--- config.mk ---
export PLATFORM = sky130hd
export DESIGN_NAME = barrier_ctrl_multi
export DESIGN_NICKNAME = d
export VERILOG_FILES = /design/src/rtl/barrier_ctrl_multi.sv
export SDC_FILE = /design/constraint.sdc
export NUM_CORES = 1
export LEC_CHECK = 0
export CORE_ASPECT_RATIO = 0.8
export CORE_UTILIZATION = 55
export DETAILED_ROUTE_END_ITERATION = 6
export PLACE_DENSITY = 0.91
export REMOVE_ABC_BUFFERS = 1
export SETUP_SLACK_MARGIN = 0.4
export SLEW_MARGIN = 20
export SYNTH_ARGS = -nofsm -noshare
export SYNTH_HDL_FRONTEND = slang
export SYNTH_SLANG_ARGS = --single-unit
--- constraint.sdc ---
create_clock -name clk -period 3.3 [get_ports clk]
set_input_delay 0.66 -clock clk [delete_from_list [all_inputs] [get_ports clk]]
set_output_delay 0.66 -clock clk [all_outputs]
set_load 0.01 [all_outputs]
--- src/rtl/barrier_ctrl_multi.sv ---
// Multi-lane parking barrier controller with a shared lot occupancy counter.
// Entry lanes reserve a slot on grant; exit lanes release one on a vehicle pass.
module barrier_ctrl_multi #(
    parameter int unsigned N_LANES    = 2,
    parameter logic [7:0]  ENTRY_MASK = 8'b0000_0001,
    parameter int unsigned CAP        = 16,
    parameter int unsigned HOLD_CYC   = 8,
    parameter int unsigned TIMEOUT    = 32,
    localparam int unsigned CNT_W     = $clog2(CAP + 1)
) (
    input  logic                   clk,
    input  logic                   reset,
    input  logic [N_LANES-1:0]     st,
    input  logic [2*N_LANES-1:0]   l,
    input  logic [N_LANES-1:0]     pass,
    output logic [N_LANES-1:0]     open,
    output logic [N_LANES-1:0]     rd_done,
    output logic [N_LANES-1:0]     reject,
    output logic [CNT_W-1:0]       occ,
    output logic                   full,
    output logic                   empty
);

    localparam logic [1:0] S_IDLE = 2'd0;
    localparam logic [1:0] S_REQ  = 2'd1;
    localparam logic [1:0] S_OPEN = 2'd2;
    localparam logic [1:0] S_HOLD = 2'd3;

    localparam int unsigned TMR_MAX = (TIMEOUT > HOLD_CYC) ? TIMEOUT : HOLD_CYC;
    localparam int unsigned TMR_W   = (TMR_MAX > 1) ? $clog2(TMR_MAX) : 1;
    // Extra headroom so up to eight same-cycle decrements cannot wrap the sum.
    localparam int unsigned SUM_W   = CNT_W + 5;

    logic [1:0]              state_q [N_LANES];
    logic [1:0]              state_d [N_LANES];
    logic [TMR_W-1:0]        tmr_q   [N_LANES];
    logic [TMR_W-1:0]        tmr_d   [N_LANES];
    logic [N_LANES-1:0]      open_d;
    logic [CNT_W-1:0]        occ_d;
    logic [SUM_W-1:0]        dec_cnt;
    logic signed [SUM_W-1:0] occ_sum;
    logic                    granted;

    assign full  = (occ == CNT_W'(CAP));
    assign empty = (occ == '0);

    // Per-lane next state, Mealy read responses, entry arbitration and occupancy update.
    always_comb begin
        granted = 1'b0;
        dec_cnt = '0;
        open_d  = '0;
        rd_done = '0;
        reject  = '0;
        for (int i = 0; i < N_LANES; i++) begin
            state_d[i] = state_q[i];
            tmr_d[i]   = tmr_q[i];
            case (state_q[i])
                S_IDLE: begin
                    if (reset && st[i]) begin
                        rd_done[i] = 1'b1;
                        if ((l[2*i +: 2] != 2'b11) || (ENTRY_MASK[i] && full)) begin
                            reject[i] = 1'b1;
                        end else begin
                            state_d[i] = S_REQ;
                        end
                    end
                end
                S_REQ: begin
                    if (!ENTRY_MASK[i]) begin
                        state_d[i] = S_OPEN;
                        tmr_d[i]   = '0;
                    end else if (full) begin
                        reject[i]  = reset;
                        state_d[i] = S_IDLE;
                    end else if (!granted) begin
                        granted    = 1'b1;
                        state_d[i] = S_OPEN;
                        tmr_d[i]   = '0;
                    end
                end
                S_OPEN: begin
                    if (pass[i]) begin
                        state_d[i] = S_HOLD;
                        tmr_d[i]   = TMR_W'(HOLD_CYC - 1);
                        if (!ENTRY_MASK[i]) dec_cnt = dec_cnt + SUM_W'(1);
                    end else if (tmr_q[i] == TMR_W'(TIMEOUT - 1)) begin
                        state_d[i] = S_IDLE;
                        tmr_d[i]   = '0;
                        if (ENTRY_MASK[i]) dec_cnt = dec_cnt + SUM_W'(1);
                    end else begin
                        tmr_d[i] = tmr_q[i] + TMR_W'(1);
                    end
                end
                default: begin
                    if (tmr_q[i] == '0) begin
                        state_d[i] = S_IDLE;
                    end else begin
                        tmr_d[i] = tmr_q[i] - TMR_W'(1);
                    end
                end
            endcase
            open_d[i] = (state_d[i] == S_OPEN) || (state_d[i] == S_HOLD);
        end

        occ_sum = $signed(SUM_W'(occ)) + $signed(SUM_W'(granted)) - $signed(dec_cnt);
        if (occ_sum < 0) begin
            occ_d = '0;
        end else if (occ_sum > $signed(SUM_W'(CAP))) begin
            occ_d = CNT_W'(CAP);
        end else begin
            occ_d = CNT_W'(occ_sum);
        end
    end

    // State, timers, barrier outputs and occupancy registers.
    always_ff @(posedge clk) begin
        if (!reset) begin
            for (int i = 0; i < N_LANES; i++) begin
                state_q[i] <= S_IDLE;
                tmr_q[i]   <= '0;
            end
            open <= '0;
            occ  <= '0;
        end else begin
            for (int i = 0; i < N_LANES; i++) begin
                state_q[i] <= state_d[i];
                tmr_q[i]   <= tmr_d[i];
            end
            open <= open_d;
            occ  <= occ_d;
        end
    end

endmodule

# Yosys cells after proc, flatten, opt, wreduce, memory -nomap -nowiden
# Memory sizes are Yosys's and may differ from the RTL's.
# Index checks and enable logic that the tools add are counted.
dict set report word_totals {
  ff_bits 7
  ram_bits 14
  elab_cells 91
  memories 2
}
dict set report op_classes {
  add_sub_neg 7
  order_cmp 2
  eq_ne 13
  muxes 47
  bitwise 5
  n_reduce_logical 12
}
# memory depth width rd rd_clocked_by_memory_dff write_ports line_no
set memory_table {}
lappend memory_table {tmr_q 2 5 2 0 2 36} ;# logic [TMR_W-1:0] tmr_q [N_LANES];
lappend memory_table {state_q 2 2 2 0 2 34} ;# logic [1:0] state_q [N_LANES];
# cell n
set op_table {}
lappend op_table {{5-bit two-way mux} 10}
lappend op_table {{5-bit one-hot mux with 3 select lines} 2}
lappend op_table {{2-bit two-way mux} 13}
lappend op_table {{10-bit two-way mux} 2}
lappend op_table {{1-bit two-way mux} 17}
lappend op_table {{5-bit == test, second input constant} 3}
lappend op_table {{5-bit logical NOT} 3}
lappend op_table {{2-bit == test, second input constant} 6}
lappend op_table {{2-bit one-hot mux with 3 select lines} 2}
lappend op_table {{10-bit by 1-bit adder with 10-bit output, second input constant} 1}
lappend op_table {{5-bit by 1-bit adder with 5-bit output, second input constant} 2}
lappend op_table {{10-bit by 6-bit > comparator with 1-bit output, second input constant} 1}
lappend op_table {{10-bit by 1-bit < comparator with 1-bit output, second input constant} 1}
lappend op_table {{5-bit by 1-bit subtractor with 5-bit output, second input constant} 2}
lappend op_table {{7-bit by 10-bit subtractor with 10-bit output} 1}
lappend op_table {{5-bit by 1-bit adder with 6-bit output} 1}
lappend op_table {{2-bit by 1-bit == test with 1-bit output, second input constant} 2}
lappend op_table {{2-bit logical NOT} 2}
lappend op_table {{2-bit inequality test, second input constant} 2}
lappend op_table {{1-bit bitwise OR} 4}
lappend op_table {{1-bit logical OR} 3}
lappend op_table {{3-bit OR reduction} 1}
lappend op_table {{1-bit logical AND} 2}
lappend op_table {{1-bit one-hot mux with 2 select lines} 1}
lappend op_table {{other kinds (2)} 2}

# Logic depth before layout (Yosys ltp)
# An unclocked memory read counts as a cell.
dict set report logic_depth {
  depth_word 11
  ltp_mapped 13
  depth_no_buf 12
}

# Worst setup path before layout
# OpenSTA, ideal clock, no wires.
dict set report synth_path {
  path_type {reg-to-reg}
  from {mem state_q[0][0]}
  to {reg occ[2]}
  setup_ns 0.066
  t_arrival_ns 2.901
  setup_slack_ns 0.334
  path_stages_with_launch 14
  n_path_buf 1
  synth_period_minus_slack_ns 2.966
  path_cell_list {dfxtp_1 > inv_1 > ha_1 > clkbuf_1 > nor2b_1 > and2_1 > ha_1 > mux2_2 > ha_1 > fa_1 > mux2i_1 > xnor2_1 > nand4b_1 > nor2_1}
}
# item line_no
set synth_rtl {}
lappend synth_rtl {{from (decl)} 34}
lappend synth_rtl {{to (signal assigned)} 123} ;# occ <= '0;
lappend synth_rtl {{to (signal assigned)} 130} ;# occ <= occ_d;
lappend synth_rtl {{to (decl)} 19} ;# output logic [CNT_W-1:0] occ,

==> reports/metrics.yaml <==
rsz0062_at_grt: "yes"
p_leak_nw: 0.854
rows: 17
routabilityCongestion: 0.960
rr_startpoint: "tmr_q[0][0]$_SDFFE_PN0P_"
h-tree-depth: 1
p_total_mw: 1.32
crit_path_start: "tmr_q[0][0]$_SDFFE_PN0P_"
yosysTopAreaCell: "dfxtp_1"
synthAdderAreaFrac: 0.150
crit_path_max_incr_delay_ns: 0.37
grt_usage: 0.257
diodes: 0
crit_arrival_ns: 2.99
fin_hold_ws_ns: 0.557
critPathKind: "register to register"
syn_area_um2: 1720
grt_pass1_wl_um: 6570
synth_area_per_cell_um2: 7.98
critPathMaxFanout: 5
setup_violations: 0
final-max-slew-violation-count: 0
cp.depth: 12
netlist.area_leader.share: 0.222
start_kind: "register"
drive_above_1_share: 0.197
synth_compound_area_frac: 0.260
grt-ovfl-total: 0
cellPowerDensity_nw_per_um2: 609
routed_wl_um: 4210
synth_warnings: 0
nets: 275
required_ns: 3.49
postCtsHoldBufs: 0
cts_buffers: 3
status: "complete, no violations"
period_share: 0.848
cts_tree: "done"
clk_path_buf_depth: 2
achievable-frequency_mhz: 358
synthFlopType: "dfxtp_1"
worstMarginPinSlew_ns: 0.444
area_growth_syn_to_layout_pct: 26.6
ys_ff_latch: 19
hpwl_um: 2960
core-area_um2: 2850
io_buffers: 22
ioPinCount: 23
grt_max_degree: 14
drcViolationCount: 0
rr_worst_depth: 12
crit_top_cell: "ha_4"
drt_iter0_markers: 115
slowest_stage: "dfxtp_4"
synthCells: 215
synthSimpleGateAreaFrac: 0.231
cp_cell_sequence: "ha_4, and3_4, ha_4, and2_4, ha_4, mux2_4, ha_4, fa_2, mux2i_1, xnor2_1, nand4b_1, nor2_1"
critPathBufInv: 0
critPathCaptureType: "register"
die_area_um2: 3350
start_util: 0.602
die_height_um: 52.0
hold_path_class: "register to register"
clk_latency_ns: 0.26
async_flop_share: 0
synth_mux_area_frac: 0.0182
synth_top_family_by_area: "compound AO/OA/AOI/OAI gates"
period_needed_ns: 2.80
cts_root_buf: "clkbuf_8"
ys_types: 54
firstDrtPassIters: 4
tns_ns: 0
regToRegEndpoint: "occ[3]$_SDFF_PP0_"
relSlewSlack: 0.704
cp-endpoint: "occ[3]$_SDFF_PP0_"
clock_sinks: 19
cap_violations: 0
yosysSeqAreaShare: 0.222
vias: 1702
detail_route.wl_per_cell_um: 14.9
ant_nets: 0
ff2ff_setup_slack_ns: 0.50
viasPerCell: 6.04
synth-edff-count: 0
critPathTopFamily: "adder cells"
die_w_um: 64.5
hold_viol: 0
grt_pass1_vias: 1493
synth_xor_area_frac: 0.0306
synthTopCellsByCount: "dfxtp_1 (19), ha_1 (19), inv_1 (19)"
cts.clk_slew.worst_paths_ns: 0.07
clock_skew_ns: 0.00369
antenna_found_initial: 0
peakVddDrop_v: 0.000526
ys_top_cells_by_area: "dfxtp_1 (22%), ha_1 (14%), a21oi_1 (4.7%)"
logic make-up after synthesis:
logic type / Yosys count
xor+xnor: 6
compound gates: 63
simple gates: 72
buf+inv: 32
fa+ha+maj: 20
mux: 3
flops: 19
how the worst min path moves through the flow:
stage | startpoint | end | slack, ns | cells past startpoint
2_1_floorplan | tmr_q[0][4]$_SDFFE_PN0P_ | tmr_q[0][4]$_SDFFE_PN0P_ | 0.48 | 2
3_3_place_gp | tmr_q[0][4]$_SDFFE_PN0P_ | tmr_q[0][4]$_SDFFE_PN0P_ | 0.51 | 2
6_report | tmr_q[0][5]$_SDFFE_PN0P_ | tmr_q[0][5]$_SDFFE_PN0P_ | 0.56 | 2
4_1_cts | tmr_q[0][1]$_SDFFE_PN0P_ | tmr_q[0][1]$_SDFFE_PN0P_ | 0.54 | 2
3_5_place_dp | tmr_q[0][4]$_SDFFE_PN0P_ | tmr_q[0][4]$_SDFFE_PN0P_ | 0.52 | 2
5_1_grt | open[0]$_SDFF_PN0_ | open[0]$_SDFF_PN0_ | 0.59 | 2
placed cells by master (no fill, tap or decap), types with 2 or more instances in the layout:
| master | count |
|---|---|
| a21oi_1 | 15 |
| a21boi_1 | 2 |
| ha_4 | 4 |
| o221ai_1 | 4 |
| and3_1 | 6 |
| nand3_1 | 7 |
| a211oi_1 | 3 |
| xnor2_1 | 4 |
| buf_4 | 14 |
| nand3b_1 | 2 |
| o22ai_1 | 4 |
| nand4b_1 | 3 |
| dlygate4sd2_1 | 2 |
| dfxtp_4 | 3 |
| nand2_1 | 17 |
| o21ai_1 | 4 |
| clkbuf_8 | 3 |
| nand2b_1 | 3 |
| nor3_1 | 5 |
| a311oi_1 | 2 |
| a31oi_1 | 2 |
| dfxtp_2 | 3 |
| mux2i_1 | 2 |
| ha_1 | 14 |
| inv_1 | 18 |
| clkinv_4 | 2 |
| nor2_1 | 14 |
| o21ai_0 | 9 |
| o211ai_1 | 2 |
| o221a_1 | 2 |
| nand4_1 | 2 |
| o21a_1 | 2 |
| clkdlybuf4s50_1 | 20 |
| dfxtp_1 | 13 |
through the flow:
| stage | util | setup WS [ns] | instance area (µm²) | instances |
|---|---|---|---|---|
| CTS | 0.719 | 0.346 | 2050 | 275 |
| detailed placement | 0.693 | -0.0211 | 1970 | 271 |
| global placement | 0.693 | 0.0784 | 1970 | 271 |
| finish | 0.763 | 0.503 | 2170 | 282 |
| floorplan | - | 0.378 | 1650 | 204 |
| global route | 0.763 | 0.367 | 2170 | 282 |
sequential cells by signal, summed over array words and instances, names as in the netlist:
signal	flops
tmr_q	10
state_q	2
occ	5
open	2
worst reg2reg max path: stages (launching register included):
cell	delay, ns
dfxtp_4	0.37
ha_4	0.16
and3_4	0.18
ha_4	0.16
and2_4	0.14
ha_4	0.20
mux2_4	0.28
ha_4	0.17
fa_2	0.36
mux2i_1	0.19
xnor2_1	0.17
nand4b_1	0.21
nor2_1	0.15
power breakdown:
| part | leakage [nW] | switching, mW | total, mW | internal, mW |
|---|---|---|---|---|
| Combinational | 0.670 | 0.400 | 0.763 | 0.363 |
| Clock | 0.0255 | 0.0817 | 0.166 | 0.0841 |
| Sequential | 0.158 | 0.0968 | 0.394 | 0.297 |
layer usage:
metal | global-route usage | wire (µm) | share of wire
met1 | 0.331 | 1990 | 0.47
met2 | 0.451 | 2010 | 0.48
met3 | 0.0395 | 178 | 0.042
met4 | 0.0630 | 31 | 0.0074
met5 | 0 | 0 | 0
repair_timing:
action | CTS | global route
resized for setup | 11 | 18
endpoints found under the setup margin | 7 | 5
pin swaps | 4 | 7
setup buffers | 0 | 7
area by class of cell:
| class | count | area (µm²) |
|---|---|---|
| clock buffer | 3 | 41.3 |
| clock inverter | 1 | 5.00 |
| fill | 211 | 677 |
| inverter | 21 | 88.8 |
| multi-input combinational | 164 | 1270 |
| sequential | 19 | 395 |
| tap | 38 | 47.5 |
| timing repair buffer | 36 | 323 |
Note: power is estimated with default switching activity, not from simulation.
